[config.mk]
export PLATFORM = sky130hd
export DESIGN_NAME = bp_cfg_loader
export DESIGN_NICKNAME = d
export VERILOG_FILES = /design/src/rtl/bp_common_cfg_pkg.sv /design/src/rtl/bp_cfg_loader_counter.sv /design/src/rtl/bp_cfg_loader.sv
export SDC_FILE = /design/constraint.sdc
export NUM_CORES = 1
export LEC_CHECK = 0
export CAP_MARGIN = 20
export CORE_UTILIZATION = 26
export CTS_CLUSTER_SIZE = 30
export DETAILED_ROUTE_END_ITERATION = 16
export PLACE_DENSITY_LB_ADDON = 0.08
export SYNTH_ARGS = -nofsm -noshare
export SYNTH_HDL_FRONTEND = slang
export SYNTH_SLANG_ARGS = --single-unit
[constraint.sdc]
create_clock -name clk_i -period 1.9 [get_ports clk_i]
set_clock_uncertainty 0.15 [all_clocks]
set_input_delay 0.38 -clock clk_i [delete_from_list [all_inputs] [get_ports clk_i]]
set_output_delay 0.38 -clock clk_i [all_outputs]
set_load 0.02 [all_outputs]
[src/rtl/bp_common_cfg_pkg.sv]
// Shared config-bus constants, CCE mode encoding and loader state encoding.
package bp_common_cfg_pkg;

  localparam logic [15:0] FREEZE     = 16'h0001;
  localparam logic [15:0] CORE_ID    = 16'h0002;
  localparam logic [15:0] ICACHE_ID  = 16'h0003;
  localparam logic [15:0] DCACHE_ID  = 16'h0004;
  localparam logic [15:0] CCE_ID     = 16'h0005;
  localparam logic [15:0] CCE_MODE   = 16'h0006;
  localparam logic [15:0] UCODE_BASE = 16'h8000;

  typedef enum logic {
    e_cce_mode_uncached = 1'b0,
    e_cce_mode_normal   = 1'b1
  } bp_cce_mode_e;

  typedef enum logic [3:0] {
    e_reset         = 4'd0,
    e_freeze        = 4'd1,
    e_core_id       = 4'd2,
    e_icache_id     = 4'd3,
    e_dcache_id     = 4'd4,
    e_cce_id        = 4'd5,
    e_cce_mode_unc  = 4'd6,
    e_ucode_fetch   = 4'd7,
    e_ucode_send    = 4'd8,
    e_cce_mode_norm = 4'd9,
    e_unfreeze      = 4'd10,
    e_done          = 4'd11
  } bp_cfg_loader_state_e;

  // Width of a counter indexing n items; never below one bit.
  function automatic int unsigned safe_clog2(input int unsigned n);
    return (n <= 1) ? 1 : $clog2(n);
  endfunction

endpackage

[src/rtl/bp_cfg_loader_counter.sv]
// Clear/increment counter with a terminal-count flag.
module bp_cfg_loader_counter #(
  parameter int unsigned width_p = 8,
  parameter int unsigned limit_p = 255
) (
  input  logic               clk_i,
  input  logic               reset_n_i,
  input  logic               clear_i,
  input  logic               incr_i,
  output logic [width_p-1:0] count_o,
  output logic               last_o
);

  logic [width_p-1:0] count_q, count_d;

  always_comb begin
    count_d = count_q;
    if (clear_i) begin
      count_d = '0;
    end else if (incr_i) begin
      count_d = count_q + width_p'(1);
    end
  end

  always_ff @(posedge clk_i) begin
    if (!reset_n_i) begin
      count_q <= '0;
    end else begin
      count_q <= count_d;
    end
  end

  assign count_o = count_q;
  assign last_o  = (count_q == width_p'(limit_p));

endmodule

[src/rtl/bp_cfg_loader.sv]
// Post-reset config sequencer: freezes, IDs, loads CCE microcode and releases each tile in turn.
// Optional stall counter output is enabled by defining BP_CFG_LOADER_STATS_EN.
module bp_cfg_loader
  import bp_common_cfg_pkg::*;
#(
  parameter int unsigned num_core_p              = 1,
  parameter int unsigned num_lce_p               = 2,
  parameter int unsigned num_cce_instr_ram_els_p = 256,
  parameter int unsigned cfg_addr_width_p        = 16,
  parameter int unsigned cfg_data_width_p        = 64
) (
  input  logic                                             clk_i,
  input  logic                                             reset_n_i,
  output logic                                             cfg_v_o,
  input  logic                                             cfg_ready_i,
  output logic [safe_clog2(num_core_p)-1:0]                cfg_core_o,
  output logic [cfg_addr_width_p-1:0]                      cfg_addr_o,
  output logic [cfg_data_width_p-1:0]                      cfg_data_o,
  output logic                                             rom_v_o,
  output logic [safe_clog2(num_cce_instr_ram_els_p)-1:0]   rom_addr_o,
  input  logic [cfg_data_width_p-1:0]                      rom_data_i,
  output logic                                             done_o
`ifdef BP_CFG_LOADER_STATS_EN
  ,
  output logic [31:0]                                      stall_cnt_o
`endif
);

  localparam int unsigned core_w_lp  = safe_clog2(num_core_p);
  localparam int unsigned instr_w_lp = safe_clog2(num_cce_instr_ram_els_p);

  if (num_lce_p != 2 * num_core_p) begin : g_bad_lce
    $error("num_lce_p must equal 2*num_core_p");
  end

  bp_cfg_loader_state_e state_q, state_d;

  logic [core_w_lp-1:0]  core_cnt;
  logic [instr_w_lp-1:0] instr_cnt;
  logic                  core_last, instr_last;
  logic                  core_incr, instr_incr, instr_clr;
  logic [cfg_data_width_p-1:0] core_ext;

  bp_cfg_loader_counter #(
    .width_p (core_w_lp),
    .limit_p (num_core_p - 1)
  ) u_core_cnt (
    .clk_i     (clk_i),
    .reset_n_i (reset_n_i),
    .clear_i   (1'b0),
    .incr_i    (core_incr),
    .count_o   (core_cnt),
    .last_o    (core_last)
  );

  bp_cfg_loader_counter #(
    .width_p (instr_w_lp),
    .limit_p (num_cce_instr_ram_els_p - 1)
  ) u_instr_cnt (
    .clk_i     (clk_i),
    .reset_n_i (reset_n_i),
    .clear_i   (instr_clr),
    .incr_i    (instr_incr),
    .count_o   (instr_cnt),
    .last_o    (instr_last)
  );

  assign core_ext   = cfg_data_width_p'(core_cnt);
  assign cfg_core_o = core_cnt;

  // Write states advance only on cfg_ready_i; cfg_v_o is implied high there.
  always_comb begin
    state_d    = state_q;
    cfg_v_o    = 1'b0;
    rom_v_o    = 1'b0;
    done_o     = 1'b0;
    cfg_addr_o = '0;
    cfg_data_o = '0;
    rom_addr_o = '0;
    core_incr  = 1'b0;
    instr_incr = 1'b0;
    instr_clr  = 1'b0;
    case (state_q)
      e_reset: state_d = e_freeze;
      e_freeze: begin
        cfg_v_o    = 1'b1;
        cfg_addr_o = cfg_addr_width_p'(FREEZE);
        cfg_data_o = cfg_data_width_p'(1);
        if (cfg_ready_i) state_d = e_core_id;
      end
      e_core_id: begin
        cfg_v_o    = 1'b1;
        cfg_addr_o = cfg_addr_width_p'(CORE_ID);
        cfg_data_o = core_ext;
        if (cfg_ready_i) state_d = e_icache_id;
      end
      e_icache_id: begin
        cfg_v_o    = 1'b1;
        cfg_addr_o = cfg_addr_width_p'(ICACHE_ID);
        cfg_data_o = core_ext << 1;
        if (cfg_ready_i) state_d = e_dcache_id;
      end
      e_dcache_id: begin
        cfg_v_o    = 1'b1;
        cfg_addr_o = cfg_addr_width_p'(DCACHE_ID);
        cfg_data_o = (core_ext << 1) | cfg_data_width_p'(1);
        if (cfg_ready_i) state_d = e_cce_id;
      end
      e_cce_id: begin
        cfg_v_o    = 1'b1;
        cfg_addr_o = cfg_addr_width_p'(CCE_ID);
        cfg_data_o = core_ext;
        if (cfg_ready_i) state_d = e_cce_mode_unc;
      end
      e_cce_mode_unc: begin
        cfg_v_o    = 1'b1;
        cfg_addr_o = cfg_addr_width_p'(CCE_MODE);
        cfg_data_o = cfg_data_width_p'(e_cce_mode_uncached);
        if (cfg_ready_i) state_d = e_ucode_fetch;
      end
      e_ucode_fetch: begin
        rom_v_o    = 1'b1;
        rom_addr_o = instr_cnt;
        state_d    = e_ucode_send;
      end
      e_ucode_send: begin
        cfg_v_o    = 1'b1;
        cfg_addr_o = cfg_addr_width_p'(UCODE_BASE) + cfg_addr_width_p'(instr_cnt);
        cfg_data_o = rom_data_i;
        if (cfg_ready_i) begin
          if (instr_last) begin
            instr_clr = 1'b1;
            state_d   = e_cce_mode_norm;
          end else begin
            instr_incr = 1'b1;
            state_d    = e_ucode_fetch;
          end
        end
      end
      e_cce_mode_norm: begin
        cfg_v_o    = 1'b1;
        cfg_addr_o = cfg_addr_width_p'(CCE_MODE);
        cfg_data_o = cfg_data_width_p'(e_cce_mode_normal);
        if (cfg_ready_i) state_d = e_unfreeze;
      end
      e_unfreeze: begin
        cfg_v_o    = 1'b1;
        cfg_addr_o = cfg_addr_width_p'(FREEZE);
        cfg_data_o = '0;
        if (cfg_ready_i) begin
          if (core_last) begin
            state_d = e_done;
          end else begin
            core_incr = 1'b1;
            state_d   = e_freeze;
          end
        end
      end
      e_done: done_o = 1'b1;
      default: state_d = e_reset;
    endcase
  end

  always_ff @(posedge clk_i) begin
    if (!reset_n_i) begin
      state_q <= e_reset;
    end else begin
      state_q <= state_d;
    end
  end

`ifdef BP_CFG_LOADER_STATS_EN
  logic [31:0] stall_cnt_q;

  always_ff @(posedge clk_i) begin
    if (!reset_n_i) begin
      stall_cnt_q <= '0;
    end else if (cfg_v_o && !cfg_ready_i && !done_o && (stall_cnt_q != 32'hFFFF_FFFF)) begin
      stall_cnt_q <= stall_cnt_q + 32'd1;
    end
  end

  assign stall_cnt_o = stall_cnt_q;
`else
  // Stall accounting compiled out; bus behaviour is unchanged.
`endif

endmodule

# After elaboration in Yosys (flattened, before gate mapping)
# Cells that the tools add are included.
[totals]
word_cells = 64
in_bits = 67
regBits = 13
[op_classes]
bitwise = 2
n_eq_ne = 21
reduce_logical = 8
n_addsub = 3
n_mux = 27
[op_table]
columns = ["op", "n"]
rows = [
  ["case mux 64 bit (5 select lines)", 1],
  ["case mux 16 bit (7 select lines)", 1],
  ["case mux 4 bit (12 select lines)", 1],
  ["2-to-1 mux 4 bit", 11],
  ["inequality test 2 bit, second input constant", 9],
  ["adder 16 x 8 -> 16 bit, first input constant", 1],
  ["== test 4 x 3 -> 1 bit, second input constant", 4],
  ["== test 4 bit, second input constant", 4],
  ["2-to-1 mux 1 bit", 12],
  ["AND reduction 10 bit", 1],
  ["OR reduction 2 bit", 5],
  ["OR reduction 9 bit", 1],
  ["adder 8 x 1 -> 8 bit, second input constant", 1],
  ["== test 4 x 2 -> 1 bit, second input constant", 2],
  ["== test 8 bit, second input constant", 1],
  ["2-to-1 mux 8 bit", 1],
  ["== test 4 x 1 -> 1 bit, second input constant", 1],
  ["zero test 4 bit", 1],
  ["inverter 1 bit", 2],
  ["adder 1 bit, second input constant", 1],
]

# Logic depth before layout (Yosys ltp)
[logic_depth]
ltp_word = 5
ltp_mapped = 6
mapped_depth_nobuf = 5

# Modules after synthesis
# Synthesis repeated with hierarchy kept, for this count alone.
[unflattened]
hier_cells = 214
hier_area_um2 = 1507.7
[modules_own_cells]
columns = ["mod", "instances", "cells_per_inst", "area_each_um2"]
rows = [
  ["bp_cfg_loader", 1, 170, 1108.6],
  ["bp_cfg_loader_counter at u_instr_cnt", 1, 40, 354.1],
  ["bp_cfg_loader_counter at u_core_cnt", 1, 4, 45.0],
]

# Least setup slack after synthesis
# No wires, ideal clock.
[synth_timing]
path_kind = "register -> output"
startpoint = "reg state_q[1]"
endpoint = "out cfg_addr_o[7]"
path_stages_with_launch = 6
path_slack_ps = -339
t_arrival_ps = 1709
path_buffers = 2
path_cell_list = "dfxtp_1 buf_6 or4b_4 clkinv_4 clkbuf_1 and2_1"
[synth_via]
elab_chain_len = 3
elab_cells_between_ends = 12
classes_between = "eq/ne (9); mux (1); reduce/logical (2)"
[synth_lines]
columns = ["item", "line_no", "source"]
rows = [
  ["start: declaration", "bp_cfg_loader.sv:36", "bp_cfg_loader_state_e state_q, state_d;"],
  ["start signal: assignment", "bp_cfg_loader.sv:166", "state_q <= e_reset;"],
  ["start signal: assignment", "bp_cfg_loader.sv:168", "state_q <= state_d;"],
  ["== test 4 bit (tied with other cells)", "bp_cfg_loader.sv:83", "case (state_q)"],
  ["OR reduction 2 bit (no source line)", "n/a", ""],
  ["case mux 16 bit (7 select lines) *", "bp_cfg_loader.sv:83", ""],
  ["end: declaration", "bp_cfg_loader.sv:17", "output logic [cfg_addr_width_p-1:0] cfg_addr_o,"],
]
# Every way passes the cells marked *; elsewhere a longest branch is shown, timed or not.

# Worst setup path after layout
[layout_timing]
startpoint = "reg state_q[2]"
endpoint = "out cfg_data_o[7]"
[layout_via]
elab_chain_len = 3
elab_cells_between_ends = 10
classes_between = "eq/ne (7); mux (1); reduce/logical (2)"
[layout_lines]
columns = ["item", "line_no", "source"]
rows = [
  ["== test 4 bit (tied with other cells)", "bp_cfg_loader.sv:83", ""],
  ["OR reduction 2 bit (no source line)", "n/a", ""],
  ["case mux 64 bit (5 select lines) *", "bp_cfg_loader.sv:83", ""],
  ["end: declaration", "bp_cfg_loader.sv:18", "output logic [cfg_data_width_p-1:0] cfg_data_o,"],
]
# Marks and branches as above.

==> results by group <==
Yosys
  – Warning count from the yosys run: 0
  – Leading post-synthesis cells by cell area: and2_1 (33%), dfxtp_1 (18%), clkbuf_1 (3.8%), o21ai_0 (3.7%), buf_4 (3.6%)
  – FF+latch count, synth: 13
  – Yosys top cell area share: 33.5%
  – Async S/R FF share, synth: 0%
  – Top FF cell, synth: dfxtp_1
  – Synth Instances: 208
  – Commonest cells in the netlist: and2_1 (79), clkbuf_1 (15), dfxtp_1 (13)
  – Post-synth cell types: 44
  – Syn Std Cell Area: 1480 sq um
  – Largest area contributor in the netlist: and2_1
  – Post-synthesis sequential area ratio: 17.6%
  – EDFF count, synth: 0
  – Syn_area_per_cell: 7.10 sq um
  – Most common cell in the netlist: and2_1

Cells and area
  – Area Growth Syn to Fin: 156%
  – # diodes: 0
  – # fillers: 454
  – Multi-input gate area: 1400 sq um
  – Final nets: 459
  – Final Non-Filler Cells: 462
  – Proportion of layout cells with a drive suffix above 1: 59.7%
  – Fin util: 69.2%
  – Reg area: 264 sq um

Clock network
  – Clock Tree Root: clkbuf_8
  – # H-tree levels: 1
  – Clock tree from TritonCTS: yes
  – Sink Count: 13
  – Maximum clock path buffer count: 2
  – Clock Latency Late Sink: 250 ps
  – CTS Buf Count: 3
  – Worst-path clk slew: 60 ps

Global route
  – Vias in the first global route: 1979
  – First-pass GRT wire length: 10.6 mm
  – Largest net degree at the start of global routing: 23
  – Total grt overflow: 0
  – Initial antenna violation count: 0
  – Total GRT Usage: 22.3%

Status
  – Violations in the final reports: negative setup slack
  – Status: complete, but fails checks

Setup path
  – CP Data Required Time: 1370 ps
  – Arrival @ worst endpoint: 1680 ps
  – Critical path launch point type: flop
  – CP max FO: 11
  – Kind of critical path: flop to output port
  – Critical path cell sequence: or4b_4 -> clkinv_8 -> clkbuf_16 -> and2_2 -> buf_6
  – Slowest cell on crit path: or4b_4
  – Crit path launch: state_q[2]
  – R2R setup slack: -180 ps
  – Worst r2r src: state_q[2]
  – Crit-path max cell delay: 580 ps
  – Endpoint type of the worst setup path: output port

Floorplan
  – Die X: 77.4 microns
  – Initial Util: 27.0%
  – I/O pins: 159
  – Row cnt: 27
  – Die area: 5980 sq um
  – Chip height: 77.4 microns
  – Core area: 5470 sq um

Drt
  – Routed len/inst: 14.8 microns
  – Routed Antenna Nets: 0
  – First DRT Iteration DRCs: 47
  – Detailed Route WL: 6.86 mm
  – Residual DRC: 0
  – Post-DR vias/cell: 4.56
  – First-pass iteration count of the detailed router: 7
  – Via Count: 2109

Power
  – Post-layout power: 2.15 mW
  – Power density cells: 569 nW/um^2
  – Max rail drop VDD: 609 uV
  – Leakage: 1.74 nW

STA
  – RSZ-0062 raised after global routing: true
  – Final worst-path cycle share: 116%
  – Final hold violation count: 0
  – WHS: 361 ps
  – TNS Setup: -19840 ps
  – Pins Over Slew Limit: 0
  – Fmax: 452 MHz
  – PnR worst setup slack: -311 ps
  – Final setup violation count: 87
  – Final min period: 2210 ps

Placed design
  – Dpl cells: 437
  – HPWL after DPL: 5.06 mm
  – Routability Congestion: 0.799
  – PortBufs: 151

Worst hold path
  – Hold WC Path Type: flop to flop
  – HP Start: u_core_cnt.count_o

Job
  – Max-cap viol count: 0
==> critical path: cells and delay by family, from the launching register on <==
kind	cells	cell delay (ps)
DFF	1	320
buffers and inverters	3	380
and+or+nand+nor	2	730
==> cells by family after synthesis <==
group | after synthesis | share of synthesized area, %
and+or+nand+nor | 115 | 46.5
AOI/OAI and AO/OA | 41 | 20.0
buffers and inverters | 30 | 10.3
DFF | 13 | 17.6
xor gates and xnor gates | 4 | 2.37
muxes | 3 | 2.03
adders and majority gates | 1 | 0.847
other | 1 | 0.254
==> routing by layer <==
metal / vias up / track usage, % / wire length, microns
li1: 1052 / - / -
met1: 971 / 27.0 / 2810
met5: - / 0 / 0
met2: 78 / 39.5 / 3590
met3: 8 / 4.24 / 380
met4: 0 / 6.60 / 72
==> report_power, final <==
part	switching (mW)	internal, mW
sequential	0.0203	0.299
combinational	0.702	0.884
clock	0.102	0.148
==> worst paths after layout <==
path	endpoint	depth (start not counted)
worst min register to register	u_core_cnt.count_o	2
worst max register to register	u_instr_cnt.count_o[3]	7
worst max-delay path	cfg_data_o[7]	5
worst min-delay path	u_core_cnt.count_o	2
==> timing repair <==
| item | 4_1_cts | 5_1_grt |
|---|---|---|
| cloned | 2 | 2 |
| resized for setup | 513 | 27 |
| pin swaps | 10 | 8 |
| hold buffers | 0 | 0 |
| setup buffers | 17 | 3 |
| setup endpoints to repair | 92 | 93 |
==> cells in the final DEF, fill, tap and decap left out, types with 2 or more instances in the layout <==
cell type / count
buf_4: 57
and2_2: 14
mux2i_1: 3
nor3_2: 2
and2_1: 11
clkdlybuf4s50_1: 67
buf_2: 3
o221a_2: 3
dfxtp_2: 3
dfxtp_1: 10
buf_12: 4
o21ai_1: 5
buf_6: 62
o22ai_2: 2
o211ai_1: 2
conb_1: 7
nor2_1: 4
o22ai_1: 2
nor2_4: 2
and2_4: 54
buf_8: 2
a21oi_1: 7
nand2b_4: 2
clkbuf_8: 3
inv_1: 5
nand3_1: 5
nand2_1: 4
or3_1: 2
xnor2_1: 3
o21ai_0: 5
==> state kept, by name, indices dropped and copies added, names as in the netlist <==
| name | cells |
|---|---|
| u_instr_cnt.count_o | 8 |
| state_q | 4 |
| u_core_cnt.count_o | 1 |
==> through the flow <==
stage	worst slack, ps	cell area, sq um
after floorplan	-108	1710
after detailed placement	-515	3330
final	-311	3780
after CTS	-350	3700
after global routing	-357	3780
after global placement	-493	3330
==> final cells by class <==
cell class / count / share of cell area (%)
clock buffer: 4 / 1.19
inverter: 6 / 0.926
multi-input combinational: 171 / 37.1
sequential: 13 / 6.98
tap: 72 / 2.38
timing repair buffer: 196 / 51.4
No activity file was read; power rests on OpenSTA's default activity.
